`src/rtl/mem_port_arbiter.sv`:
```
// rtl/mem_port_arbiter.sv - round-robin arbiter sharing one memory bus between fetch and data ports
module mem_port_arbiter #(
    parameter int ADDR_W = 64,
    parameter int DATA_W = 64
) (
    input  logic                  clk,
    input  logic                  rst_n,
    input  logic                  i_req_valid,
    input  logic [ADDR_W-1:0]     i_req_addr,
    output logic                  i_resp_valid,
    output logic [31:0]           i_resp_data,
    input  logic                  d_req_valid,
    input  logic [ADDR_W-1:0]     d_req_addr,
    input  logic                  d_req_write,
    input  logic [DATA_W-1:0]     d_req_wdata,
    input  logic [DATA_W/8-1:0]   d_req_strobe,
    output logic                  d_resp_valid,
    output logic [DATA_W-1:0]     d_resp_data,
    output logic                  bus_req_valid,
    output logic [ADDR_W-1:0]     bus_req_addr,
    output logic                  bus_req_write,
    output logic [DATA_W-1:0]     bus_req_wdata,
    output logic [DATA_W/8-1:0]   bus_req_strobe,
    input  logic                  bus_req_ready,
    input  logic                  bus_resp_valid,
    input  logic [DATA_W-1:0]     bus_resp_data,
    input  logic                  flush
);

    typedef enum logic [1:0] {S_IDLE, S_REQ, S_WAIT, S_RESP} state_t;

    localparam logic OWN_FETCH = 1'b0;
    localparam logic OWN_DATA  = 1'b1;

    state_t                r_state;
    state_t                w_next;
    logic                  r_owner;
    logic                  r_last_owner;
    logic                  r_drop;
    logic [ADDR_W-1:0]     r_addr;
    logic                  r_write;
    logic [DATA_W-1:0]     r_wdata;
    logic [DATA_W/8-1:0]   r_strobe;
    logic [DATA_W-1:0]     r_data;
    logic                  w_fetch_req;
    logic                  w_grant;
    logic                  w_grant_data;

    always_ff @(posedge clk or negedge rst_n) begin
        if (!rst_n) begin
            r_state <= S_IDLE;
        end else begin
            r_state <= w_next;
        end
    end

    always_comb begin
        w_fetch_req  = i_req_valid && !flush;
        w_grant      = w_fetch_req || d_req_valid;
        w_grant_data = d_req_valid;
        if (w_fetch_req && d_req_valid) begin
            w_grant_data = (r_last_owner == OWN_FETCH);
        end

        w_next = r_state;
        case (r_state)
            S_IDLE:  if (w_grant) w_next = S_REQ;
            S_REQ:   if (bus_req_ready) w_next = S_WAIT;
            S_WAIT:  if (bus_resp_valid) w_next = S_RESP;
            S_RESP:  w_next = S_IDLE;
            default: w_next = S_IDLE;
        endcase
    end

    always_ff @(posedge clk or negedge rst_n) begin
        if (!rst_n) begin
            r_owner      <= OWN_FETCH;
            r_last_owner <= OWN_DATA;
            r_drop       <= 1'b0;
            r_addr       <= '0;
            r_write      <= 1'b0;
            r_wdata      <= '0;
            r_strobe     <= '0;
            r_data       <= '0;
        end else begin
            if (r_state == S_IDLE && w_grant) begin
                if (w_grant_data) begin
                    r_owner  <= OWN_DATA;
                    r_addr   <= d_req_addr;
                    r_write  <= d_req_write;
                    r_wdata  <= d_req_wdata;
                    r_strobe <= d_req_strobe;
                end else begin
                    r_owner  <= OWN_FETCH;
                    r_addr   <= i_req_addr;
                    r_write  <= 1'b0;
                    r_wdata  <= '0;
                    r_strobe <= '0;
                end
            end

            if (r_state == S_WAIT && bus_resp_valid) begin
                r_data <= bus_resp_data;
            end

            // A redirected fetch still runs to completion on the bus; only its reply is discarded.
            if (r_state == S_RESP) begin
                r_drop       <= 1'b0;
                r_last_owner <= r_owner;
            end else if (r_state != S_IDLE && r_owner == OWN_FETCH && flush) begin
                r_drop <= 1'b1;
            end
        end
    end

    always_comb begin
        bus_req_valid  = (r_state == S_REQ);
        bus_req_addr   = r_addr;
        bus_req_write  = r_write;
        bus_req_wdata  = r_wdata;
        bus_req_strobe = r_strobe;
        // A flush arriving in the response cycle itself also kills the fetch reply.
        i_resp_valid   = (r_state == S_RESP) && (r_owner == OWN_FETCH) && !r_drop && !flush;
        d_resp_valid   = (r_state == S_RESP) && (r_owner == OWN_DATA);
        i_resp_data    = r_addr[2] ? r_data[63:32] : r_data[31:0];
        d_resp_data    = r_data;
    end

endmodule
```
`config.mk`:
```
export PLATFORM = sky130hd
export DESIGN_NAME = mem_port_arbiter
export DESIGN_NICKNAME = d
export VERILOG_FILES = /design/src/rtl/mem_port_arbiter.sv
export SDC_FILE = /design/constraint.sdc
export NUM_CORES = 1
export LEC_CHECK = 0
export ABC_AREA = 0
export CAP_MARGIN = 15
export CORE_AREA = 10 10 190 192
export CTS_BUF_LIST = sky130_fd_sc_hd__clkbuf_2
export CTS_CLUSTER_DIAMETER = 100
export DETAILED_ROUTE_END_ITERATION = 7
export DIE_AREA = 0 0 200 202
export DONT_BUFFER_PORTS = 1
export HOLD_SLACK_MARGIN = 0.08
export SYNTH_ARGS = -nofsm -noshare
export SYNTH_HDL_FRONTEND = slang
export SYNTH_SLANG_ARGS = --single-unit
```
`constraint.sdc`:
```
create_clock -name clk -period 1.95 [get_ports clk]
set_input_delay 0.195 -clock clk [delete_from_list [all_inputs] [get_ports clk]]
set_output_delay 0.195 -clock clk [all_outputs]
set_load 0.02 [all_outputs]
```
==> results of run 1 <==
-- Yosys cell counts, drive strengths merged --
cell | n | share of area
a21o | 1 | 0.00079
a22o | 73 | 0.067
a22oi | 64 | 0.050
a2bb2oi | 1 | 0.00092
a311oi | 1 | 0.00092
a31oi | 2 | 0.0013
and2 | 1 | 0.00066
and3b | 1 | 0.00092
buf | 56 | 0.037
clkbuf | 26 | 0.010
dfrtp | 205 | 0.54
dfstp | 1 | 0.0028
ha | 5 | 0.0065
inv | 69 | 0.027
mux2 | 98 | 0.12
nand2 | 65 | 0.026
nand2b | 1 | 0.00066
nor2 | 2 | 0.00079
nor2b | 3 | 0.0020
nor3 | 1 | 0.0010
nor4b | 1 | 0.00092
o21ai | 65 | 0.034
o221a | 64 | 0.075
-- cells by family after synthesis --
group                      Yosys count  share of synthesized area
AOI/OAI and AO/OA                  271                      0.231
adders and majority gates            5                    0.00655
buffers and inverters              151                     0.0745
DFF                                206                      0.540
muxes                               98                      0.116
and+or+nand+nor                     75                     0.0325
-- metrics by stage --
step	cell area (sq um)	std cells	worst slack [ns]	hold slack [ns]
2_1_floorplan	9550	806	0.318	-0.101
3_5_place_dp	10000	1193	0.218	-0.0934
3_3_place_gp	10000	1193	0.286	-0.0924
==> run_results.csv, run 1 <==
group,metric,value,unit
die,initial_utilization,0.296,
placement,detail_placement_hpwl,26100,um
yosys,synth.ff_latch_count,206,
outcome,outcome.stop_stage,"4_1_cts",
clocking,holdBufCountCts,259,
clocking,max-clock-path-buffers,3,
die,placementRows,66,
clocking,cts_num_sinks,206,
clocking,numCtsBuffers,54,
yosys,synth_area,9550,sq um
yosys,synth_fp_nets,1083,
outcome,error,"[ERROR RSZ-0060] Max buffer count reached.",
clocking,number_of_gates_resized_after_cts,46,
yosys,post_synth_inst_count,806,
yosys,yosys_warnings,0,
clocking,cts.htree.levels,2,
clocking,cts_setup_buffers,6,
yosys,post_synth_num_cell_types,30,
yosys,postSynthAreaPerCell,11.9,sq um
placement,io_buffer_count,0,
die,die_w,200,um
die,die_y,202,um
die,num_io_pins,508,
yosys,seq_area_frac_synth,0.540,
outcome,run_status,"did not finish",
clocking,clock-root-buffer,"sky130_fd_sc_hd__clkbuf_2",
placement,gp_congestion,0.767,
==> run 2: changes to the inputs <==
Settings changed: CORE_AREA 10 10 190 192 to 10 10 191 193, CTS_BUF_LIST sky130_fd_sc_hd__clkbuf_2 to unset, CTS_CLUSTER_DIAMETER 100 to unset, DIE_AREA 0 0 200 202 to 0 0 201 203, HOLD_SLACK_MARGIN 0.08 to unset, PLACE_DENSITY_LB_ADDON set to 0.15.
==> run_results.csv, run 2 <==
group,metric,value,unit
pwr,power.switching,9.79,mW
clocking,clock_insertion_delay_at_the_later_pin_of_the_skew_report,0.52,ns
yosys,post_synth_simple_gate_area,0.0325,
yosys,synth_top_family_by_area,"compound AO/OA/AOI/OAI gates",
yosys,synth_area_leaders,"sky130_fd_sc_hd__dfrtp_1, sky130_fd_sc_hd__o221a_1, sky130_fd_sc_hd__a22o_1",
clocking,cts_num_sinks,206,
sta,final.setup_skew,0.0184,ns
pwr,worst_ir_drop_vdd,0.000607,V
clocking,max-clock-path-buffers,3,
yosys,postSynthAreaPerCell,11.9,sq um
global_routing,grt_start_max_net_pins,207,
die,design.die.area,40800,sq um
yosys,yosysTopAreaCellShare,0.537,
die,placementRows,66,
worst_setup_path,worst_setup_end_kind,"primary output",
run,drv.max_cap_violation_count,0,
die,core_area,32500,sq um
yosys,post_synth_num_cell_types,30,
clocking,tritoncts_clock_tree,"done",
yosys,synthAdderAreaFrac,0.00655,
global_routing,grt_first_pass_wirelength,55500,um
sta,fmax,0.549,GHz
yosys,synth_area_leader_cell,"sky130_fd_sc_hd__dfrtp_1",
yosys,synth-compound-area-share,0.231,
sta,setup_tns,0,ns
yosys,synth.ff_latch_count,206,
final_layout,flow.area_growth_from_synthesis,36.4,%
yosys,synth.top_cells.by_count,"sky130_fd_sc_hd__dfrtp_1, sky130_fd_sc_hd__a22o_1, sky130_fd_sc_hd__inv_1",
detailed_routing,wl_per_cell,26.3,um
die,die_w,201,um
pwr,combPwrFrac,0.301,
worst_setup_path,startpoint_kind_of_the_worst_setup_timing_path,"register",
pwr,pwr-share-clk,0.206,
sta,grt_setup_unrepaired,"no",
outcome,run_status,"finished, violations left",
sta,period_needed,1.82,ns
placement,detail_placement_hpwl,26500,um
yosys,synthFlopType,"sky130_fd_sc_hd__dfrtp_1",
yosys,yosys_warnings,0,
detailed_routing,viasPerCell,5.26,
clocking,holdBufCountCts,204,
clocking,numCtsBuffers,25,
yosys,synth_fp_nets,1083,
pwr,cellLeakagePower,5.64,nW
worst_setup_path,cp.required,1.75,ns
min_path,worst_hold_path_type,"in -> async",
global_routing,first_global_vias,8132,
pwr,pwr-share-seq,0.493,
global_routing,grt_overflow,0,
detailed_routing,drc,0,
worst_setup_path,maximum_fanout_along_the_worst_path,33,
final_layout,num-fill-cells,3077,
yosys,post_synth_edffs,0,
die,initial_utilization,0.294,
clocking,clk_transition_reported_paths,0.06,ns
yosys,synthArstFlopShare,1.00,
yosys,yosys-mux-area-fraction,0.116,
final_layout,most-common-layout-cells,"sky130_fd_sc_hd__dlygate4sd3_1, sky130_fd_sc_hd__dfrtp_1, sky130_fd_sc_hd__a22o_1",
final_layout,share_of_cells_above_drive_strength_1,0.114,
detailed_routing,detailedRoute.firstIterationViolations,405,
worst_setup_path,crit_arrival,1.63,ns
sta,max_slew.worst_pin.slew,0.620,ns
worst_setup_path,timing.setup.critical_path_class,"reg -> out",
sta,slew_headroom,0.585,
global_routing,combined_global_route_utilization_of_all_metal_layers,0.171,
clocking,number_of_gates_resized_after_cts,0,
yosys,post_synth_inst_count,806,
sta,hold_slack_final,-0.630,ns
yosys,synth_area,9550,sq um
pwr,swShare,0.447,
clocking,clock-root-buffer,"sky130_fd_sc_hd__clkbuf_16",
sta,hold_violations,214,
clocking,cts_setup_buffers,0,
sta,final_max_slew_viol_count,0,
global_routing,antenna_found_initial,2,
detailed_routing,antenna_left,0,
yosys,synth_xor_xnor_area_share,0,
final_layout,layout.cells.most_common,"sky130_fd_sc_hd__dlygate4sd3_1",
final_layout,sequential_cell_area,5160,sq um
placement,io_buffer_count,0,
outcome,failed_checks,"negative hold slack",
detailed_routing,drt-total-wl,38300,um
pwr,power_per_cell_area,1680,nW/um^2
detailed_routing,first_pass_iters,5,
placement,gp_congestion,0.821,
pwr,power,21.9,mW
detailed_routing,route.vias.total,7671,
clocking,cts.htree.levels,1,
final_layout,fin_nets,1274,
yosys,synth.most_common_cell,"sky130_fd_sc_hd__dfrtp_1",
final_layout,multi_input_comb_area,3720,sq um
sta,setup_viol,0,
die,num_io_pins,508,
pwr,power.internal,12.1,mW
yosys,seq_area_frac_synth,0.540,
sta,post-route-period-util,0.934,
die,die_y,203,um
## run 2: cell counts after synthesis
No cell type changed its count.
## run 2: worst max-delay path, stage by stage, from the launching register on
cell                      delay [ns]
sky130_fd_sc_hd__dfrtp_2        0.38
sky130_fd_sc_hd__buf_12         0.23
sky130_fd_sc_hd__mux2_2         0.46
## run 2: through the flow
stage	hold WS, ns	util	setup slack [ns]	area (sq um)	cells
floorplan	-0.101	-	0.318	9550	806
finish	-0.630	0.401	0.130	13000	1457
global route	-0.660	0.401	0.0707	13000	1457
CTS	-0.650	0.394	0.0762	12800	1434
global placement	-0.0920	0.307	0.260	9960	1187
detailed placement	-0.0923	0.307	0.211	9960	1187
## run 2: kinds of logic after synthesis
kind of cell    count (synthesis)
compound gates                271
fa+ha+maj                       5
buf+inv                       151
flops                         206
mux                            98
simple gates                   75
## run 2: routing by layer
metal | up-vias | track usage | part of all wire
met5 | - | 0 | 0
met4 | 0 | 0.0490 | 0.025
met3 | 58 | 0.0767 | 0.11
met2 | 429 | 0.294 | 0.50
met1 | 3838 | 0.187 | 0.36
li1 | 3346 | - | -
## run 2: final cells by class
| class | instances | area share |
|---|---|---|
| Antenna cell | 2 | 0.000384 |
| Inverter | 69 | 0.0199 |
| Clock inverter | 12 | 0.00960 |
| Timing Repair Buffer | 246 | 0.195 |
| Tap cell | 442 | 0.0425 |
| Clock buffer | 31 | 0.0513 |
| Sequential cell | 206 | 0.396 |
| Multi-Input combinational cell | 449 | 0.286 |
## run 2: path summary, 6_finish.rpt
path                                       from                 to  slack, ns  cells after the start
worst min register to register           r_drop             r_drop       0.52                      2
worst max-delay path            bus_req_addr[2]    i_resp_data[20]       0.13                      2
worst max register to register       r_state[0]  bus_req_wdata[30]       0.19                      6
max in group asynchronous                 rst_n       r_last_owner       2.30                      0
worst min-delay path                      rst_n   bus_req_addr[53]      -0.63                      0
min in group clk                 d_req_addr[36]   bus_req_addr[36]      -0.01                      3
## run 2: power groups by stage
| stage | sequential (mW) | clock, mW | combinational, mW |
|---|---|---|---|
| 2_1_floorplan | 9.87 | 0 | 5.01 |
| 3_3_place_gp | 10.9 | 0 | 6.03 |
| 3_5_place_dp | 10.9 | 0 | 6.22 |
| 4_1_cts | 10.9 | 4.68 | 6.61 |
| 5_1_grt | 11.1 | 4.85 | 7.17 |
| 6_report | 10.8 | 4.50 | 6.59 |
No activity file was read; power rests on OpenSTA's default activity.
==> run 3: changes to the inputs <==
Clock period 1.95 ns to 2.3 ns, I/O delays scaled along.
==> run_results.csv, run 3 (synthesized netlist as in run 2, its figures left out) <==
group,metric,value,unit
outcome,run_status,"finished, violations left",
sta,final.setup_skew,0.00659,ns
die,initial_utilization,0.294,
clocking,numCtsBuffers,24,
sta,hold_slack_final,-0.590,ns
die,num_io_pins,508,
global_routing,antenna_found_initial,1,
die,die_y,203,um
global_routing,grt_overflow,0,
detailed_routing,viasPerCell,5.29,
worst_setup_path,timing.setup.critical_path_class,"reg -> reg",
clocking,cts.htree.levels,1,
global_routing,combined_global_route_utilization_of_all_metal_layers,0.172,
final_layout,final_util,0.402,
die,die_w,201,um
clocking,cts_setup_buffers,0,
sta,setup_viol,0,
sta,fmax,0.462,GHz
final_layout,share_of_cells_above_drive_strength_1,0.106,
worst_setup_path,cp.required,2.66,ns
clocking,clk_transition_reported_paths,0.06,ns
pwr,worst_ir_drop_vdd,0.000605,V
min_path,worst_hold_path_type,"in -> async",
run,drv.max_cap_violation_count,0,
worst_setup_path,reg2reg_setup_slack,0.14,ns
detailed_routing,drc,0,
sta,max_slew.worst_pin.slew,1.01,ns
sta,post-route-period-util,0.940,
final_layout,most-common-layout-cells,"sky130_fd_sc_hd__dlygate4sd3_1, sky130_fd_sc_hd__dfrtp_1, sky130_fd_sc_hd__a22o_1",
global_routing,grt_start_max_net_pins,207,
die,design.die.area,40800,sq um
detailed_routing,first_pass_iters,4,
sta,hold_violations,205,
detailed_routing,antenna_left,0,
global_routing,grt_first_pass_wirelength,55800,um
detailed_routing,drt-total-wl,37900,um
clocking,max-clock-path-buffers,3,
final_layout,flow.area_growth_from_synthesis,36.6,%
placement,detail_placement_hpwl,25600,um
worst_setup_path,regToRegStartpoint,"r_state[0]",
pwr,cellLeakagePower,5.64,nW
detailed_routing,wl_per_cell,26.1,um
worst_setup_path,worst_setup_end_kind,"register",
placement,dpl-instance-area,9870,sq um
die,core_area,32500,sq um
worst_setup_path,crit_arrival,2.53,ns
sta,grt_setup_unrepaired,"no",
pwr,power_per_cell_area,1460,nW/um^2
placement,dpl.cell_count,1179,
final_layout,layout.cells.non_filler,1448,
sta,period_needed,2.16,ns
clocking,tritoncts_clock_tree,"done",
worst_setup_path,worst_setup_path_endpoint,"bus_req_addr[59]",
clocking,cts_num_sinks,206,
pwr,power,19.1,mW
worst_setup_path,maximum_fanout_along_the_worst_path,65,
clocking,clock-root-buffer,"sky130_fd_sc_hd__clkbuf_16",
sta,final_max_slew_viol_count,0,
outcome,failed_checks,"negative hold slack",
final_layout,final_cell_area,13100,sq um
final_layout,layout.cells.most_common,"sky130_fd_sc_hd__dlygate4sd3_1",
die,placementRows,66,
sta,setup_tns,0,ns
worst_setup_path,r2r_cells,6,
worst_setup_path,crit_start,"r_state[0]",
worst_setup_path,r2r_end,"bus_req_addr[59]",
clocking,holdBufCountCts,225,
worst_setup_path,startpoint_kind_of_the_worst_setup_timing_path,"register",
global_routing,first_global_vias,8127,
placement,io_buffer_count,0,
detailed_routing,detailedRoute.firstIterationViolations,436,
final_layout,fin_nets,1266,
sta,slew_headroom,0.328,
placement,gp_congestion,0.835,
clocking,clock_insertion_delay_at_the_later_pin_of_the_skew_report,0.51,ns
detailed_routing,route.vias.total,7659,
## run 3: where the power goes
group          switching (mW)  leakage (nW)  internal [mW]
Sequential               3.85          2.44           5.34
Combinational            2.95          2.77           2.75
Clock                    1.51         0.427           2.69
## run 3: worst max-delay path: stages, from the launching register on
cell                            delay (ns)
sky130_fd_sc_hd__dfrtp_1              0.42
sky130_fd_sc_hd__inv_1                0.12
sky130_fd_sc_hd__ha_2                 0.27
sky130_fd_sc_hd__buf_12               0.27
sky130_fd_sc_hd__o221a_1              0.24
sky130_fd_sc_hd__dlygate4sd3_1        0.54
sky130_fd_sc_hd__a22oi_1              0.06
## run 3: worst min-delay path by stage
stage                                  end  cells past startpoint
after floorplan            bus_req_addr[0]                      0
after global placement    bus_req_addr[50]                      0
after detailed placement  bus_req_addr[35]                      0
after CTS                 bus_req_addr[35]                      0
after global routing      bus_req_addr[50]                      0
final                     bus_req_addr[35]                      0
## run 3: stage by stage
stage	setup slack, ns	hold WS, ns
6_report	0.138	-0.590
3_5_place_dp	0.426	-0.0565
2_1_floorplan	0.668	-0.0656
3_3_place_gp	0.511	-0.0560
5_1_grt	0.0338	-0.624
4_1_cts	0.00479	-0.614
## run 3: cell type report
cell class                 count  area [sq um]
timing repair buffer         239          2480
clock buffer                  34           709
antenna                        1          2.50
tap                          442           553
inverter                      69           259
multi-input combinational    449          3720
fill                        3013         19400
sequential                   206          5160
clock inverter                 8           168
## run 3: timing repair
item / 4_1_cts / 5_1_grt
resized for setup: 0 / 2
setup endpoints to repair: 0 / 14
endpoints found under the hold margin: 409 / 206
## run 3: layer usage
layer	global-route usage	vias to the layer above	wire, um
li1	-	3326	-
met1	0.193	3860	14100
met2	0.294	419	18800
met3	0.0693	54	3890
met4	0.0560	0	1110
met5	0	-	0
==> run 4: changes to the inputs <==
Settings changed: CTS_BUF_LIST set to sky130_fd_sc_hd__clkbuf_8.
==> run_results.csv, run 4 <==
group,metric,value,unit
outcome,run_status,"did not finish",
outcome,outcome.stop_stage,"4_1_cts",
outcome,error,"[ERROR RSZ-0060] Max buffer count reached.",
yosys,synth_xor_xnor_area_share,0,
yosys,post_synth_edffs,0,
yosys,synth_area_leader_cell,"sky130_fd_sc_hd__dfrtp_1",
die,num_io_pins,508,
yosys,synth-compound-area-share,0.231,
yosys,post_synth_simple_gate_area,0.0325,
yosys,synth.most_common_cell,"sky130_fd_sc_hd__dfrtp_1",
yosys,seq_area_frac_synth,0.540,
yosys,synth_area_leaders,"sky130_fd_sc_hd__dfrtp_1, sky130_fd_sc_hd__o221a_1, sky130_fd_sc_hd__a22o_1",
clocking,holdBufCountCts,251,
clocking,cts_setup_buffers,0,
yosys,synthFlopType,"sky130_fd_sc_hd__dfrtp_1",
placement,dpl.cell_count,1179,
yosys,synth.ff_latch_count,206,
placement,detail_placement_hpwl,25600,um
clocking,number_of_gates_resized_after_cts,1,
die,die_y,203,um
clocking,max-clock-path-buffers,3,
yosys,synth_top_family_by_area,"compound AO/OA/AOI/OAI gates",
yosys,post_synth_num_cell_types,30,
clocking,numCtsBuffers,38,
yosys,post_synth_inst_count,806,
yosys,postSynthAreaPerCell,11.9,sq um
yosys,synth_area,9550,sq um
clocking,cts.htree.levels,2,
yosys,synth.top_cells.by_count,"sky130_fd_sc_hd__dfrtp_1, sky130_fd_sc_hd__a22o_1, sky130_fd_sc_hd__inv_1",
clocking,clock-root-buffer,"sky130_fd_sc_hd__clkbuf_8",
yosys,yosys-mux-area-fraction,0.116,
die,placementRows,66,
yosys,yosys_warnings,0,
yosys,yosysTopAreaCellShare,0.537,
yosys,synthArstFlopShare,1.00,
placement,gp_congestion,0.835,
die,die_w,201,um
die,initial_utilization,0.294,
yosys,synthAdderAreaFrac,0.00655,
clocking,cts_num_sinks,206,
placement,io_buffer_count,0,
yosys,synth_fp_nets,1083,
## run 4: cell counts after synthesis
Identical to the previous run, type by type.
## run 4: logic make-up after synthesis
family / after synthesis
DFF: 206
buffers and inverters: 151
and+or+nand+nor: 75
adders and majority gates: 5
muxes: 98
AOI/OAI and AO/OA: 271
## run 4: through the flow
stage	setup slack [ns]	area [sq um]	util
detailed placement	0.426	9870	0.304
global placement	0.511	9870	0.304
floorplan	0.668	9550	-
